`config.mk`:
```
export PLATFORM = sky130hd
export DESIGN_NAME = instr_fetch_unit
export DESIGN_NICKNAME = d
export VERILOG_FILES = /design/src/rtl/riscv_pkg.sv /design/src/rtl/fetch_pc_next.sv /design/src/rtl/instr_fetch_unit.sv
export SDC_FILE = /design/constraint.sdc
export NUM_CORES = 1
export LEC_CHECK = 0
export CAP_MARGIN = 40
export CORE_UTILIZATION = 51
export DETAILED_ROUTE_END_ITERATION = 10
export PLACE_DENSITY = 0.94
export SYNTH_ARGS = -nofsm -noshare
export SYNTH_HDL_FRONTEND = slang
export SYNTH_SLANG_ARGS = --single-unit
export TNS_END_PERCENT = 100
```
`constraint.sdc`:
```
create_clock -name clk -period 7.7 [get_ports clk]
set_input_delay 1.155 -clock clk [delete_from_list [all_inputs] [get_ports clk]]
set_output_delay 1.155 -clock clk [all_outputs]
set_load 0.01 [all_outputs]
```
`src/rtl/riscv_pkg.sv`:
```
// Shared definitions for the fetch stage and the main decoder: data width,
// major opcodes, fetch FSM states and fault codes.
package riscv_pkg;

    localparam int XLEN = 32;

    // Major opcodes seen by the decoder (instr[6:0])
    localparam logic [6:0] OPC_RTYPE  = 7'b0110011;
    localparam logic [6:0] OPC_LOAD   = 7'b0000011;
    localparam logic [6:0] OPC_STORE  = 7'b0100011;
    localparam logic [6:0] OPC_BRANCH = 7'b1100011;

    // Fetch FSM states
    typedef enum logic [2:0] {
        FS_BOOT  = 3'd0,
        FS_REQ   = 3'd1,
        FS_WAIT  = 3'd2,
        FS_HOLD  = 3'd3,
        FS_FAULT = 3'd4
    } fetch_state_e;

    // Sticky fault codes
    localparam logic [1:0] FC_NONE     = 2'b00;
    localparam logic [1:0] FC_TIMEOUT  = 2'b01;
    localparam logic [1:0] FC_MISALIGN = 2'b10;

endpackage

```
`src/rtl/fetch_pc_next.sv`:
```
// Next-PC computation for a retiring instruction: taken branch goes to
// pc + imm_b, everything else falls through to pc + 4 (both wrap mod 2^32).
module fetch_pc_next
    import riscv_pkg::*;
(
    input  logic [XLEN-1:0] pc,
    input  logic [XLEN-1:0] imm_b,
    input  logic            branch,
    input  logic            zero,
    output logic [XLEN-1:0] target,
    output logic            misaligned
);

    logic taken;

    assign taken      = branch & zero;
    assign target     = taken ? (pc + imm_b) : (pc + 32'd4);
    // Only a branch offset can break alignment, but checking the final
    // target keeps the rule simple and uniform.
    assign misaligned = |target[1:0];

endmodule

```
`src/rtl/instr_fetch_unit.sv`:
```
// Instruction fetch stage: owns the PC, fetches over a req/ack handshake,
// holds the instruction for the decoder until retire, and latches a sticky
// fault on memory timeout or a misaligned branch target.
module instr_fetch_unit
    import riscv_pkg::*;
#(
    parameter logic [31:0] RESET_PC       = 32'h0000_0000,
    parameter int          TIMEOUT_CYCLES = 16
) (
    input  logic        clk,
    input  logic        reset,
    output logic        imem_req,
    output logic [31:0] imem_addr,
    input  logic [31:0] imem_rdata,
    input  logic        imem_ack,
    output logic [31:0] instr,
    output logic [6:0]  opcode,
    output logic [31:0] pc,
    output logic        instr_valid,
    input  logic        instr_ready,
    input  logic        branch,
    input  logic        zero,
    input  logic [31:0] imm_b,
    output logic        fault,
    output logic [1:0]  fault_code
);

    // Counter holds 0..TIMEOUT_CYCLES-1 (value k-1 during WAIT cycle k)
    localparam int            CW       = (TIMEOUT_CYCLES > 1) ? $clog2(TIMEOUT_CYCLES) : 1;
    localparam logic [CW-1:0] CNT_LAST = CW'(TIMEOUT_CYCLES - 1);

    fetch_state_e  state_reg, state_next;
    logic [CW-1:0] cnt_reg, cnt_next;
    logic [31:0]   pc_reg, pc_next;
    logic [31:0]   instr_reg, instr_next;
    logic [1:0]    fault_code_reg, fault_code_next;

    logic [31:0]   target;
    logic          misaligned;

    fetch_pc_next u_pc_next (
        .pc         (pc_reg),
        .imm_b      (imm_b),
        .branch     (branch),
        .zero       (zero),
        .target     (target),
        .misaligned (misaligned)
    );

    // Next-state logic: acks only matter in REQ/WAIT, retire only in HOLD,
    // and FAULT holds everything until reset.
    always_comb begin
        state_next      = state_reg;
        cnt_next        = cnt_reg;
        pc_next         = pc_reg;
        instr_next      = instr_reg;
        fault_code_next = fault_code_reg;
        case (state_reg)
            FS_BOOT: state_next = FS_REQ;
            FS_REQ: begin
                if (imem_ack) begin
                    instr_next = imem_rdata;
                    state_next = FS_HOLD;
                end else begin
                    cnt_next   = '0;
                    state_next = FS_WAIT;
                end
            end
            FS_WAIT: begin
                if (imem_ack) begin
                    instr_next = imem_rdata;
                    state_next = FS_HOLD;
                end else if (cnt_reg == CNT_LAST) begin
                    fault_code_next = FC_TIMEOUT;
                    state_next      = FS_FAULT;
                end else begin
                    cnt_next = cnt_reg + 1'b1;
                end
            end
            FS_HOLD: begin
                if (instr_ready) begin
                    if (misaligned) begin
                        fault_code_next = FC_MISALIGN;
                        state_next      = FS_FAULT;
                    end else begin
                        pc_next    = target;
                        state_next = FS_REQ;
                    end
                end
            end
            FS_FAULT: state_next = FS_FAULT;
            default:  state_next = FS_BOOT;
        endcase
    end

    // State and datapath registers; reset abandons any outstanding request.
    always_ff @(posedge clk or posedge reset) begin
        if (reset) begin
            state_reg      <= FS_BOOT;
            cnt_reg        <= '0;
            pc_reg         <= RESET_PC;
            instr_reg      <= '0;
            fault_code_reg <= FC_NONE;
        end else begin
            state_reg      <= state_next;
            cnt_reg        <= cnt_next;
            pc_reg         <= pc_next;
            instr_reg      <= instr_next;
            fault_code_reg <= fault_code_next;
        end
    end

    assign imem_req    = (state_reg == FS_REQ);
    assign imem_addr   = pc_reg;
    assign pc          = pc_reg;
    assign instr       = instr_reg;
    assign opcode      = instr_reg[6:0];
    assign instr_valid = (state_reg == FS_HOLD);
    assign fault       = (state_reg == FS_FAULT);
    assign fault_code  = fault_code_reg;

endmodule

```
==> key figures <==
Status
  • Status: finished, final reports clean

Power and ir drop
  • Seq pwr share: 26.5%
  • Clock network power share: 12.0%
  • Switching share of power: 42.5%
  • Internal power: 1.75 mW
  • Leak pwr: 3.08 nW
  • Max IR drop VDD: 247 uV
  • Sw power: 1.30 mW
  • Power Total: 3.05 mW
  • Comb power frac: 61.5%
  • Pwr dens: 410 nW/um^2

Setup path
  • CP peak stage delay: 0.48 ns
  • CP Capture Type: flop
  • Worst Path Max Fanout: 41
  • CP top delay family: simple AND/OR/NAND/NOR gates
  • Critical path launch point type: input port
  • Buf/Inv on CP: 2
  • Critical Path AT: 4.30 ns
  • WS Path Type: input port to flop
  • Worst EP required: 7.90 ns
  • Critical path, cell by cell: clkdlybuf4s50_1, ha_1, fa_1, or3_1, o31ai_2, nand3_1, buf_4, nor2_1, nand2_1, a2111oi_0, a211oi_1
  • Slowest CP cell: clkdlybuf4s50_1
  • Reg2Reg Setup Slack: 4.37 ns

STA
  • Crit share post-route: 53.2%
  • Tmin final: 4.10 ns
  • Final count of pins violating max slew: 0
  • Hold slack final: 0.510 ns
  • Final setup vio count: 0
  • Unrepaired setup endpoints after global routing: no
  • Worst Tran Pin Value: 0.823 ns
  • Fmax achieved: 244 MHz
  • Slew HR: 43.7%
  • Total negative slack: 0 ns
  • Layout Skew: 0.0163 ns
  • Final hold violation count: 0

Floorplan
  • Initial Utilization: 53.3%
  • Core ar.: 10,500 um^2
  • Die area: 11,400 um^2
  • Die Y: 107 um
  • Die width: 107 um
  • # rows: 37
  • I/O pin total: 178

Synthesis
  • Syn avg cell area: 8.75 um^2
  • #FFs+latches synth: 73
  • Top-count cell post-synth: dfrtp_1
  • Synth cell count leaders: 73 x dfrtp_1, 64 x a21oi_1, 52 x nand2_1, 49 x nor2_1, 39 x buf_4
  • Seq/Total Area, Yosys: 32.7%
  • Yosys cell types: 71
  • Top cell type's share of synthesized area: 32.7%
  • Top cells by area, synth: dfrtp_1 33%, ha_1 7.4%, mux2_2 6.7%
  • Cells after Synth: 638
  • Ys flop type: dfrtp_1
  • Post-synthesis instance area: 5580 um^2
  • Net Count, Synth: 742
  • Synth Warn #: 0
  • Post-synth EDFFs: 0
  • Cell taking the most area after synthesis: dfrtp_1
  • Async SR Flop Fraction: 100%

Place
  • DP HPWL: 12,100 um
  • Final Wtd Congestion: 0.897
  • IO buf count: 177

CTS
  • Max Root-Sink Buffers: 2
  • Clk sinks: 73
  • Later-pin clock latency in the skew report: 0.35 ns
  • Clk pin slew, worst setup/hold paths: 0.08 ns
  • CTS tree: yes
  • Hold Buf Count CTS: 0
  • CTS H-tree depth: 3
  • Setup Fix Bufs, Post-CTS: 0
  • Post-CTS sizing: 0
  • Root Buffer: clkbuf_8
  • Number of CTS-inserted buffers: 9

Routing
  • Number of DRC markers in iteration 0: 473
  • DRC Markers: 0
  • First-pass DRT Iterations: 5
  • WL per Instance: 17.5 um
  • Routed wire length: 15,900 um
  • Antenna Nets Post-Route: 0
  • Vias per cell: 5.98
  • Vias: 5,447

Flow run
  • Maxcap violations: 0

Global routing
  • Largest net degree at the start of global routing: 66
  • First-pass GRT wire length: 25,700 um
  • GRT Total Usage: 28.1%
  • Global route overflow: 0
  • Vias in the first global route: 5,203
  • Initial antenna violation count: 0

Layout
  • Ant diodes: 0
  • Nets: 874
  • Proportion of layout cells with a drive suffix above 1: 9.42%
  • Fill count: 800
  • Synth-to-Final Area Change: 33.5%
  • Util after Layout: 71.2%
  • Reg area: 1830 um^2
  • Multi-input logic area: 3320 um^2

Hold path
  • Hold WC Path Type: flop to flop
stage by stage:
stage | setup slack [ns] | instance area [um^2] | std cells
4_1_cts | 3.65 | 7450 | 911
2_1_floorplan | 4.42 | 5580 | 638
5_1_grt | 3.37 | 7450 | 911
3_3_place_gp | 3.45 | 7180 | 894
3_5_place_dp | 3.31 | 7210 | 895
6_report | 3.60 | 7450 | 911
routing by layer:
layer | up-vias | part of all wire, % | GRT usage, %
li1 | 2587 | - | -
met1 | 2571 | 42 | 36.1
met2 | 268 | 49 | 49.4
met3 | 21 | 7.4 | 4.38
met4 | 0 | 1.6 | 6.65
met5 | - | 0 | 0
logic make-up (layout without fill, tap and decap cells):
group / after synthesis / count (layout) / synth area share (%)
AO/OA/AOI/OAI: 206 / 206 / 24.0
flip-flops: 73 / 73 / 32.7
adder cells (fa/ha/maj): 34 / 34 / 7.76
XOR/XNOR: 20 / 20 / 3.14
multiplexers: 37 / 37 / 7.38
AND/OR/NAND/NOR: 190 / 190 / 17.1
buffers and inverters: 78 / 215 / 7.91
placed cells by master, fill, tap and decap left out, types with 22 or more instances in the layout:
master | synthesis | routed
clkdlybuf4s50_1 | 0 | 177
dfrtp_1 | 73 | 73
nand2_1 | 52 | 52
a21oi_1 | 64 | 64
o21ai_0 | 37 | 37
mux2_2 | 33 | 33
nand3_1 | 22 | 22
ha_1 | 33 | 33
nor2_1 | 49 | 49
worst register-to-register path: cells and delay by family (launching register included):
family                   cells  cell delay, ns
AND/OR/NAND/NOR              4            1.07
adder cells (fa/ha/maj)      2            0.72
AO/OA/AOI/OAI                3            0.67
flip-flops                   1            0.45
buffers and inverters        1            0.27
cell type report:
class                      instances  share of cell area (%)
timing repair buffer             183                    24.7
sequential                        73                    24.5
clock inverter                     6                    1.51
clock buffer                      10                    1.71
tap                              136                    2.28
inverter                          16                   0.806
multi-input combinational        487                    44.5
power by group through the flow:
stage	combinational [mW]	sequential, mW	clock, mW
6_report	1.88	0.809	0.367
3_3_place_gp	1.81	0.787	0
4_1_cts	1.88	0.804	0.369
2_1_floorplan	1.12	0.825	0
5_1_grt	2.03	0.833	0.384
3_5_place_dp	1.87	0.809	0
worst paths after layout:
kind / startpoint / to / cells after the start
max: imm_b[0] / imem_addr[25] / 11
min: fault_code[1] / fault_code[1] / 2
max reg2reg: imem_addr[0] / imem_addr[25] / 10
min reg2reg: fault_code[1] / fault_code[1] / 2
max in group asynchronous: reset / cnt_reg[2] / 4
min in group asynchronous: reset / instr[17] / 3
Note: power is estimated with default switching activity, not from simulation.
